## src/rtl/reg_wb_scheduler_pkg.sv

```systemverilog
// reg_sched_pkg: shared types and constants for the register write-back
// scheduler.
//   state_e      : arbitration FSM state (IDLE / WAIT / FORCE)
//   *_WIDTH_DEF  : default data/index widths
//   X0_IDX       : index of the hard-wired zero register
package reg_sched_pkg;

  localparam int DATA_WIDTH_DEF = 32;
  localparam int ADDR_WIDTH_DEF = 5;
  localparam int X0_IDX         = 0;

  typedef enum logic [1:0] {
    IDLE  = 2'b00,
    WAIT  = 2'b01,
    FORCE = 2'b10
  } state_e;

endpackage

```

## src/rtl/reg_wb_scheduler_scoreboard.sv

```systemverilog
// reg_scoreboard: one pending bit per register for MUL/DIV destinations that
// are still in flight, plus the decode hazard compare.
//   i_clk, i_reset        : clock, synchronous active-low reset
//   i_set_en / i_set_idx  : MUL/DIV issue marks its destination pending
//   i_clr_en / i_clr_idx  : MUL/DIV handshake retires its destination
//   i_byp_en              : the retiring index is forwarded this cycle, so it
//                           does not count as a hazard
//   i_rs1, i_rs2, i_rd    : decode-stage indices
//   o_hazard              : a decode index is pending (combinational)
module reg_scoreboard
  import reg_sched_pkg::*;
#(
  parameter int ADDR_WIDTH = ADDR_WIDTH_DEF
) (
  input  logic                  i_clk,
  input  logic                  i_reset,
  input  logic                  i_set_en,
  input  logic [ADDR_WIDTH-1:0] i_set_idx,
  input  logic                  i_clr_en,
  input  logic [ADDR_WIDTH-1:0] i_clr_idx,
  input  logic                  i_byp_en,
  input  logic [ADDR_WIDTH-1:0] i_rs1,
  input  logic [ADDR_WIDTH-1:0] i_rs2,
  input  logic [ADDR_WIDTH-1:0] i_rd,
  output logic                  o_hazard
);

  localparam int NREG = 1 << ADDR_WIDTH;

  logic [NREG-1:0] r_pending;
  logic [NREG-1:0] w_pending_nxt;
  logic            w_hit1, w_hit2, w_hitd;

  // Clear is applied first so a same-cycle set of the same index wins.
  always_comb begin
    w_pending_nxt = r_pending;
    if (i_clr_en) w_pending_nxt[i_clr_idx] = 1'b0;
    if (i_set_en) w_pending_nxt[i_set_idx] = 1'b1;
    w_pending_nxt[X0_IDX] = 1'b0;
  end

  always_ff @(posedge i_clk) begin
    if (!i_reset) r_pending <= '0;
    else          r_pending <= w_pending_nxt;
  end

  // An index being forwarded this cycle is masked out of the compare.
  assign w_hit1 = r_pending[i_rs1] & ~(i_byp_en & (i_rs1 == i_clr_idx));
  assign w_hit2 = r_pending[i_rs2] & ~(i_byp_en & (i_rs2 == i_clr_idx));
  assign w_hitd = r_pending[i_rd]  & ~(i_byp_en & (i_rd  == i_clr_idx));

  assign o_hazard = i_reset & (w_hit1 | w_hit2 | w_hitd);

endmodule

```

## src/rtl/reg_wb_scheduler.sv

```systemverilog
// reg_wb_scheduler: arbitrates the single register-file write port between
// the 1-cycle ALU write-back and the multi-cycle MUL/DIV result, tracks
// in-flight MUL/DIV destinations and forces a pipeline stall when MUL/DIV
// has been starved for MAX_WAIT cycles.
//   i_clk, i_reset               : clock, synchronous active-low reset
//   i_alu_wb_valid/addr/data     : ALU result (no back-pressure)
//   i_md_wb_valid/addr/data      : MUL/DIV result, held until accepted
//   o_md_wb_ready                : MUL/DIV accepted when valid & ready
//   i_issue_md / i_issue_rd      : MUL/DIV issue and its destination
//   i_dec_rs1/rs2/rd             : decode-stage indices
//   o_hazard                     : decode must stall (combinational)
//   o_pipe_stall                 : pipeline freeze, high only in FORCE
//   o_write_enable/address/data  : registered reg_file write port
// Optional macro REG_WB_BYPASS_EN adds o_bypass_hit / o_bypass_data, which
// forward the MUL/DIV result to decode in its handshake cycle.
module reg_wb_scheduler
  import reg_sched_pkg::*;
#(
  parameter int DATA_WIDTH = DATA_WIDTH_DEF,
  parameter int ADDR_WIDTH = ADDR_WIDTH_DEF,
  parameter int MAX_WAIT   = 4
) (
  input  logic                  i_clk,
  input  logic                  i_reset,
  input  logic                  i_alu_wb_valid,
  input  logic [ADDR_WIDTH-1:0] i_alu_wb_addr,
  input  logic [DATA_WIDTH-1:0] i_alu_wb_data,
  input  logic                  i_md_wb_valid,
  input  logic [ADDR_WIDTH-1:0] i_md_wb_addr,
  input  logic [DATA_WIDTH-1:0] i_md_wb_data,
  output logic                  o_md_wb_ready,
  input  logic                  i_issue_md,
  input  logic [ADDR_WIDTH-1:0] i_issue_rd,
  input  logic [ADDR_WIDTH-1:0] i_dec_rs1,
  input  logic [ADDR_WIDTH-1:0] i_dec_rs2,
  input  logic [ADDR_WIDTH-1:0] i_dec_rd,
  output logic                  o_hazard,
  output logic                  o_pipe_stall,
  output logic                  o_write_enable,
  output logic [ADDR_WIDTH-1:0] o_write_address,
  output logic [DATA_WIDTH-1:0] o_write_data
`ifdef REG_WB_BYPASS_EN
  ,
  output logic                  o_bypass_hit,
  output logic [DATA_WIDTH-1:0] o_bypass_data
`endif
);

  localparam int CW = $clog2(MAX_WAIT + 1);
  localparam logic [ADDR_WIDTH-1:0] X0 = ADDR_WIDTH'(X0_IDX);

  state_e         r_state;
  logic [CW-1:0]  r_wait_cnt;
  logic [CW-1:0]  w_cnt_inc;
  logic           w_force, w_alu_gnt, w_md_rdy, w_md_hs, w_byp_en;

  // In FORCE the frozen pipeline holds the ALU result, so only MD is served.
  assign w_force   = (r_state == FORCE);
  assign w_alu_gnt = i_reset & i_alu_wb_valid & ~w_force;
  assign w_md_rdy  = i_reset & (w_force | ~i_alu_wb_valid);
  assign w_md_hs   = w_md_rdy & i_md_wb_valid;
  assign w_cnt_inc = r_wait_cnt + 1'b1;

  assign o_md_wb_ready = w_md_rdy;
  assign o_pipe_stall  = i_reset & w_force;

  always_ff @(posedge i_clk) begin
    if (!i_reset) begin
      r_state         <= IDLE;
      r_wait_cnt      <= '0;
      o_write_enable  <= 1'b0;
      o_write_address <= '0;
      o_write_data    <= '0;
    end else begin
      // Write port: x0 completes the grant but never writes.
      if (w_alu_gnt) begin
        o_write_enable  <= (i_alu_wb_addr != X0);
        o_write_address <= i_alu_wb_addr;
        o_write_data    <= i_alu_wb_data;
      end else if (w_md_hs) begin
        o_write_enable  <= (i_md_wb_addr != X0);
        o_write_address <= i_md_wb_addr;
        o_write_data    <= i_md_wb_data;
      end else begin
        o_write_enable  <= 1'b0;
        o_write_address <= '0;
        o_write_data    <= '0;
      end

      case (r_state)
        IDLE: begin
          if (i_alu_wb_valid && i_md_wb_valid) begin
            r_wait_cnt <= CW'(1);
            r_state    <= (MAX_WAIT == 1) ? FORCE : WAIT;
          end
        end
        WAIT: begin
          // MD served, or MD dropped its offer: either way back to IDLE.
          if (!i_alu_wb_valid || !i_md_wb_valid) begin
            r_wait_cnt <= '0;
            r_state    <= IDLE;
          end else begin
            r_wait_cnt <= w_cnt_inc;
            if (w_cnt_inc == CW'(MAX_WAIT)) r_state <= FORCE;
          end
        end
        FORCE: begin
          r_wait_cnt <= '0;
          r_state    <= IDLE;
        end
        default: begin
          r_wait_cnt <= '0;
          r_state    <= IDLE;
        end
      endcase
    end
  end

`ifdef REG_WB_BYPASS_EN
  logic w_byp_hit;
  assign w_byp_en  = w_md_hs & (i_md_wb_addr != X0);
  assign w_byp_hit = w_byp_en & ((i_dec_rs1 == i_md_wb_addr) |
                                 (i_dec_rs2 == i_md_wb_addr) |
                                 (i_dec_rd  == i_md_wb_addr));
  assign o_bypass_hit  = w_byp_hit;
  assign o_bypass_data = w_byp_hit ? i_md_wb_data : '0;
`else
  assign w_byp_en = 1'b0;
`endif

  reg_scoreboard #(.ADDR_WIDTH(ADDR_WIDTH)) u_sb (
    .i_clk     (i_clk),
    .i_reset   (i_reset),
    .i_set_en  (i_issue_md),
    .i_set_idx (i_issue_rd),
    .i_clr_en  (w_md_hs),
    .i_clr_idx (i_md_wb_addr),
    .i_byp_en  (w_byp_en),
    .i_rs1     (i_dec_rs1),
    .i_rs2     (i_dec_rs2),
    .i_rd      (i_dec_rd),
    .o_hazard  (o_hazard)
  );

endmodule

```

## config.mk

```make
export PLATFORM = sky130hd
export DESIGN_NAME = reg_wb_scheduler
export DESIGN_NICKNAME = d
export VERILOG_FILES = /design/src/rtl/reg_wb_scheduler_pkg.sv /design/src/rtl/reg_wb_scheduler_scoreboard.sv /design/src/rtl/reg_wb_scheduler.sv
export SDC_FILE = /design/constraint.sdc
export NUM_CORES = 1
export LEC_CHECK = 0
export BUFFER_PORTS_ARGS = -buffer_cell sky130_fd_sc_hd__buf_2
export CAP_MARGIN = 20
export CORE_ASPECT_RATIO = 2
export CORE_MARGIN = 5
export CORE_UTILIZATION = 34
export CTS_CLUSTER_DIAMETER = 120
export DETAILED_ROUTE_END_ITERATION = 6
export GPL_TIMING_DRIVEN = 0
export PLACE_DENSITY = 0.62
export SLEW_MARGIN = 20
export SYNTH_ARGS = -nofsm -noshare
export SYNTH_HDL_FRONTEND = slang
export SYNTH_HIERARCHICAL = 1
export SYNTH_SLANG_ARGS = --single-unit
```

## constraint.sdc

```tcl
create_clock -name i_clk -period 5.6 [get_ports i_clk]
set_clock_uncertainty 0.2 [all_clocks]
set_input_delay 0 -clock i_clk [delete_from_list [all_inputs] [get_ports i_clk]]
set_output_delay 0 -clock i_clk [all_outputs]
set_load 0.01 [all_outputs]
```

==> results.tsv <==
stage	metric	value	unit
cts	CTS H-tree depth	3	
yosys	top_reg_cell synth	dfxtp_1	
floorplanning	Die Y-Extent	158	um
yosys	top cells by area, synth	dfxtp_1 40%, mux4_2 9.0%, a22o_1 8.9%, a21oi_1 4.7%, nand2_1 4.5%	
detailed_routing	drt total wl	14100	um
floorplanning	initial core utilization	0.344	
run	max cap viols	0	
cts	Max clock buf depth	2	
floorplanning	Cell Rows	54	
detailed_routing	Routed WL per cell	18.7	um
setup_path	setup slack, reg-to-reg	3250	ps
floorplanning	I/O pins	140	
pwr	Internal	0.000996	W
sta	final worst-path cycle share	0.433	
setup_path	r2r startpoint	r_wait_cnt[0]$_SDFFE_PN0P_	
yosys	cell area after synthesis	3740	um2
global_route	antenna violations before repair	0	
cts	Clk pin slew, worst setup/hold paths	60	ps
setup_path	R2R cell count	6	
cts	Clock Sinks	74	
global_route	Tot GR Track Use	0.213	
pwr	pwr dens	230	nW/um2
global_route	first-pass GRT wire length	22200	um
worst_hold_path	Hold Startpoint	i_md_wb_data[26]	
sta	Final min period	2420	ps
sta	Final Hold Slack	215	ps
cts	CTS root buf	clkbuf_16	
pwr	clock network power share	0.409	
worst_hold_path	Hold EP	o_write_data[26]$_SDFF_PN0_	
yosys	post-synthesis register bit count	74	
floorplanning	Std-Cell Core Area	10900	um2
pwr	leakage power	2.55	nW
sta	endpoints failing setup	0	
cts	worst-skew pair later-pin latency	330	ps
finish	# nets final	709	
detailed_routing	Antenna Nets Post-Route	0	
yosys	asr flop ratio synth	0	
placed_design	pre-CTS setup slack	3330	ps
finish	share of cells above drive strength 1	0.305	
placed_design	GP Congestion	0.911	
setup_path	Req. time, crit path	5400	ps
setup_path	Worst setup EP type	primary output	
yosys	synthesized instance count	373	
yosys	top cell type's share of synthesized area	0.396	
global_route	vias in the first global route	4213	
cts	Post-CTS Resized	0	
pwr	switch share	0.252	
pwr	Logic pwr share	0.174	
finish	fill cell count	961	
sta	fmax	0.413	GHz
pwr	sw power	0.000336	W
placed_design	# port buffers	130	
yosys	register area share after synthesis	0.396	
cts	CTS Hold Buffers Added	92	
yosys	cell taking the most area after synthesis	dfxtp_1	
pwr	total power	0.00133	W
pwr	Seq pwr share	0.417	
finish	Ant. Diodes	0	
yosys	EDFF count, synth	0	
pwr	peak supply drop	0.157	mV
finish	area growth from synthesis to layout	54.7	%
sta	Final WS setup	3180	ps
global_route	largest net degree at the start of global routing	14	
cts	CTS tree	built	
setup_path	critical path class	flop to primary output	
setup_path	CP startpoint kind	flop	
detailed_routing	Vias	3978	
finish	most common cell after layout, fill and taps aside	buf_2	
setup_path	crit path max fanout	4	
finish	most frequent cells in the layout	139 x buf_2, 92 x dlygate4sd3_1, 74 x dfxtp_1, 45 x nand2_1, 38 x a22o_1	
yosys	distinct cell type count after synthesis	43	
floorplanning	Die ar.	13300	um2
global_route	global route total overflow	0	
sta	endpoints failing hold	0	
setup_path	Reg-to-Reg End	r_wait_cnt[2]$_SDFFE_PN0P_	
detailed_routing	1st-iter DRT viols	194	
placed_design	post-DP HPWL	10200	um
worst_hold_path	hold crit path type	primary input to flop	
yosys	Yosys warnings	6	
sta	Worst Max-Slew Pin Slew	1060	ps
worst_hold_path	Hold Path Cell Cnt	3	
sta	final setup TNS	0	ps
sta	RSZ-0062 raised after global routing	no	
sta	final-report max-slew violation count	0	
yosys	post-synthesis average cell area	10.0	um2
detailed_routing	Residual DRC	0	
cts	postcts setup bufs	0	
sta	Worst slew margin	0.291	
run_status	outcome	completed	
setup_path	Critical Path AT	2220	ps
finish	Core Util, Final	0.532	
detailed_routing	routed vias/inst	5.28	
cts	TritonCTS Buffers	9	
detailed_routing	DR pass1 iterations	4	
floorplanning	Chip Width	84.2	um
[cell usage after synthesis, types with 2 or more instances]
| library cell | number |
|---|---|
| a21oi_1 | 35 |
| a22o_1 | 38 |
| a31oi_1 | 2 |
| and3_1 | 2 |
| and3b_1 | 2 |
| buf_2 | 9 |
| buf_6 | 7 |
| clkbuf_1 | 10 |
| dfxtp_1 | 74 |
| ha_1 | 2 |
| inv_1 | 2 |
| mux2_2 | 2 |
| mux2i_1 | 14 |
| mux4_1 | 6 |
| mux4_2 | 15 |
| nand2_1 | 45 |
| nand3_1 | 5 |
| nand3b_1 | 9 |
| nand4_1 | 3 |
| nor2_1 | 10 |
| nor2b_1 | 3 |
| nor3_1 | 4 |
| nor3b_1 | 5 |
| nor4_1 | 2 |
| o21ai_0 | 33 |
| or3b_2 | 3 |
| xnor2_1 | 7 |
| xor2_1 | 9 |
[per-layer routing]
metal  vias up  GRT usage  wire length (um)  part of all wire
li1       1863          -                 -                 -
met5         -          0                 0                 0
met1      1882      0.193              4510              0.32
met3        51     0.0471               896             0.064
met4         0      0.150               799             0.057
met2       182      0.410              7890              0.56
[power groups by stage]
stage	Sequential [W]	Clock [W]	Combinational, W
6_report	0.000555	0.000544	0.000232
5_1_grt	0.000557	0.000579	0.000247
3_3_place_gp	0.000565	0	0.000173
3_5_place_dp	0.000566	0	0.000176
2_1_floorplan	0.000574	0	0.0000854
4_1_cts	0.000554	0.000555	0.000227
[final cells by class]
| cell class | instances | area (um2) | area share |
|---|---|---|---|
| Clock inverter | 5 | 38.8 | 0.00670 |
| Buffer | 27 | 166 | 0.0288 |
| Clock buffer | 11 | 253 | 0.0437 |
| Tap cell | 140 | 175 | 0.0303 |
| Multi-Input combinational cell | 272 | 2090 | 0.362 |
| Timing Repair Buffer | 222 | 1570 | 0.272 |
| Sequential cell | 74 | 1480 | 0.256 |
| Inverter | 2 | 7.51 | 0.00130 |
[state kept, by name (all words and copies together), names as in the netlist]
name / cells
r_wait_cnt: 3
o_write_enable: 1
o_write_data: 32
u_sb/r_pending: 31
o_write_address: 5
r_state: 2
[critical path: stages (launching register included)]
cell      delay [ps]
dfxtp_1          340
mux4_2           470
mux2i_1          300
o22ai_1          140
o21ai_0          300
o311ai_1         160
buf_2            180
[logic make-up (layout without fill, tap and decap cells)]
logic type,Yosys count,after routing,synth area share
compound gates,116,116,0.201
simple gates,98,98,0.136
flops,74,74,0.396
mux,37,37,0.176
buf+inv,29,267,0.0465
xor+xnor,16,16,0.0375
fa+ha+maj,2,2,0.00669
other cells,1,3,0.00100
[stage by stage]
| stage | area [um2] | std cells |
|---|---|---|
| 4_1_cts | 5790 | 753 |
| 6_report | 5790 | 753 |
| 3_3_place_gp | 4570 | 645 |
| 2_1_floorplan | 3750 | 375 |
| 5_1_grt | 5790 | 753 |
| 3_5_place_dp | 4570 | 645 |
[how the worst max path moves through the flow]
stage	startpoint	end	slack, ps
finish	u_sb/r_pending[31]$_SDFF_PN0_	o_hazard	3180
global route	r_wait_cnt[0]$_SDFFE_PN0P_	r_wait_cnt[2]$_SDFFE_PN0P_	3060
CTS	u_sb/r_pending[31]$_SDFF_PN0_	o_hazard	3140
detailed placement	r_state[0]$_SDFFE_PN0P_	u_sb/r_pending[12]$_SDFF_PN0_	3330
global placement	r_state[0]$_SDFFE_PN0P_	u_sb/r_pending[4]$_SDFF_PN0_	3380
floorplan	r_state[0]$_SDFFE_PN0P_	u_sb/r_pending[12]$_SDFF_PN0_	3650
Note: power is estimated with default switching activity, not from simulation.
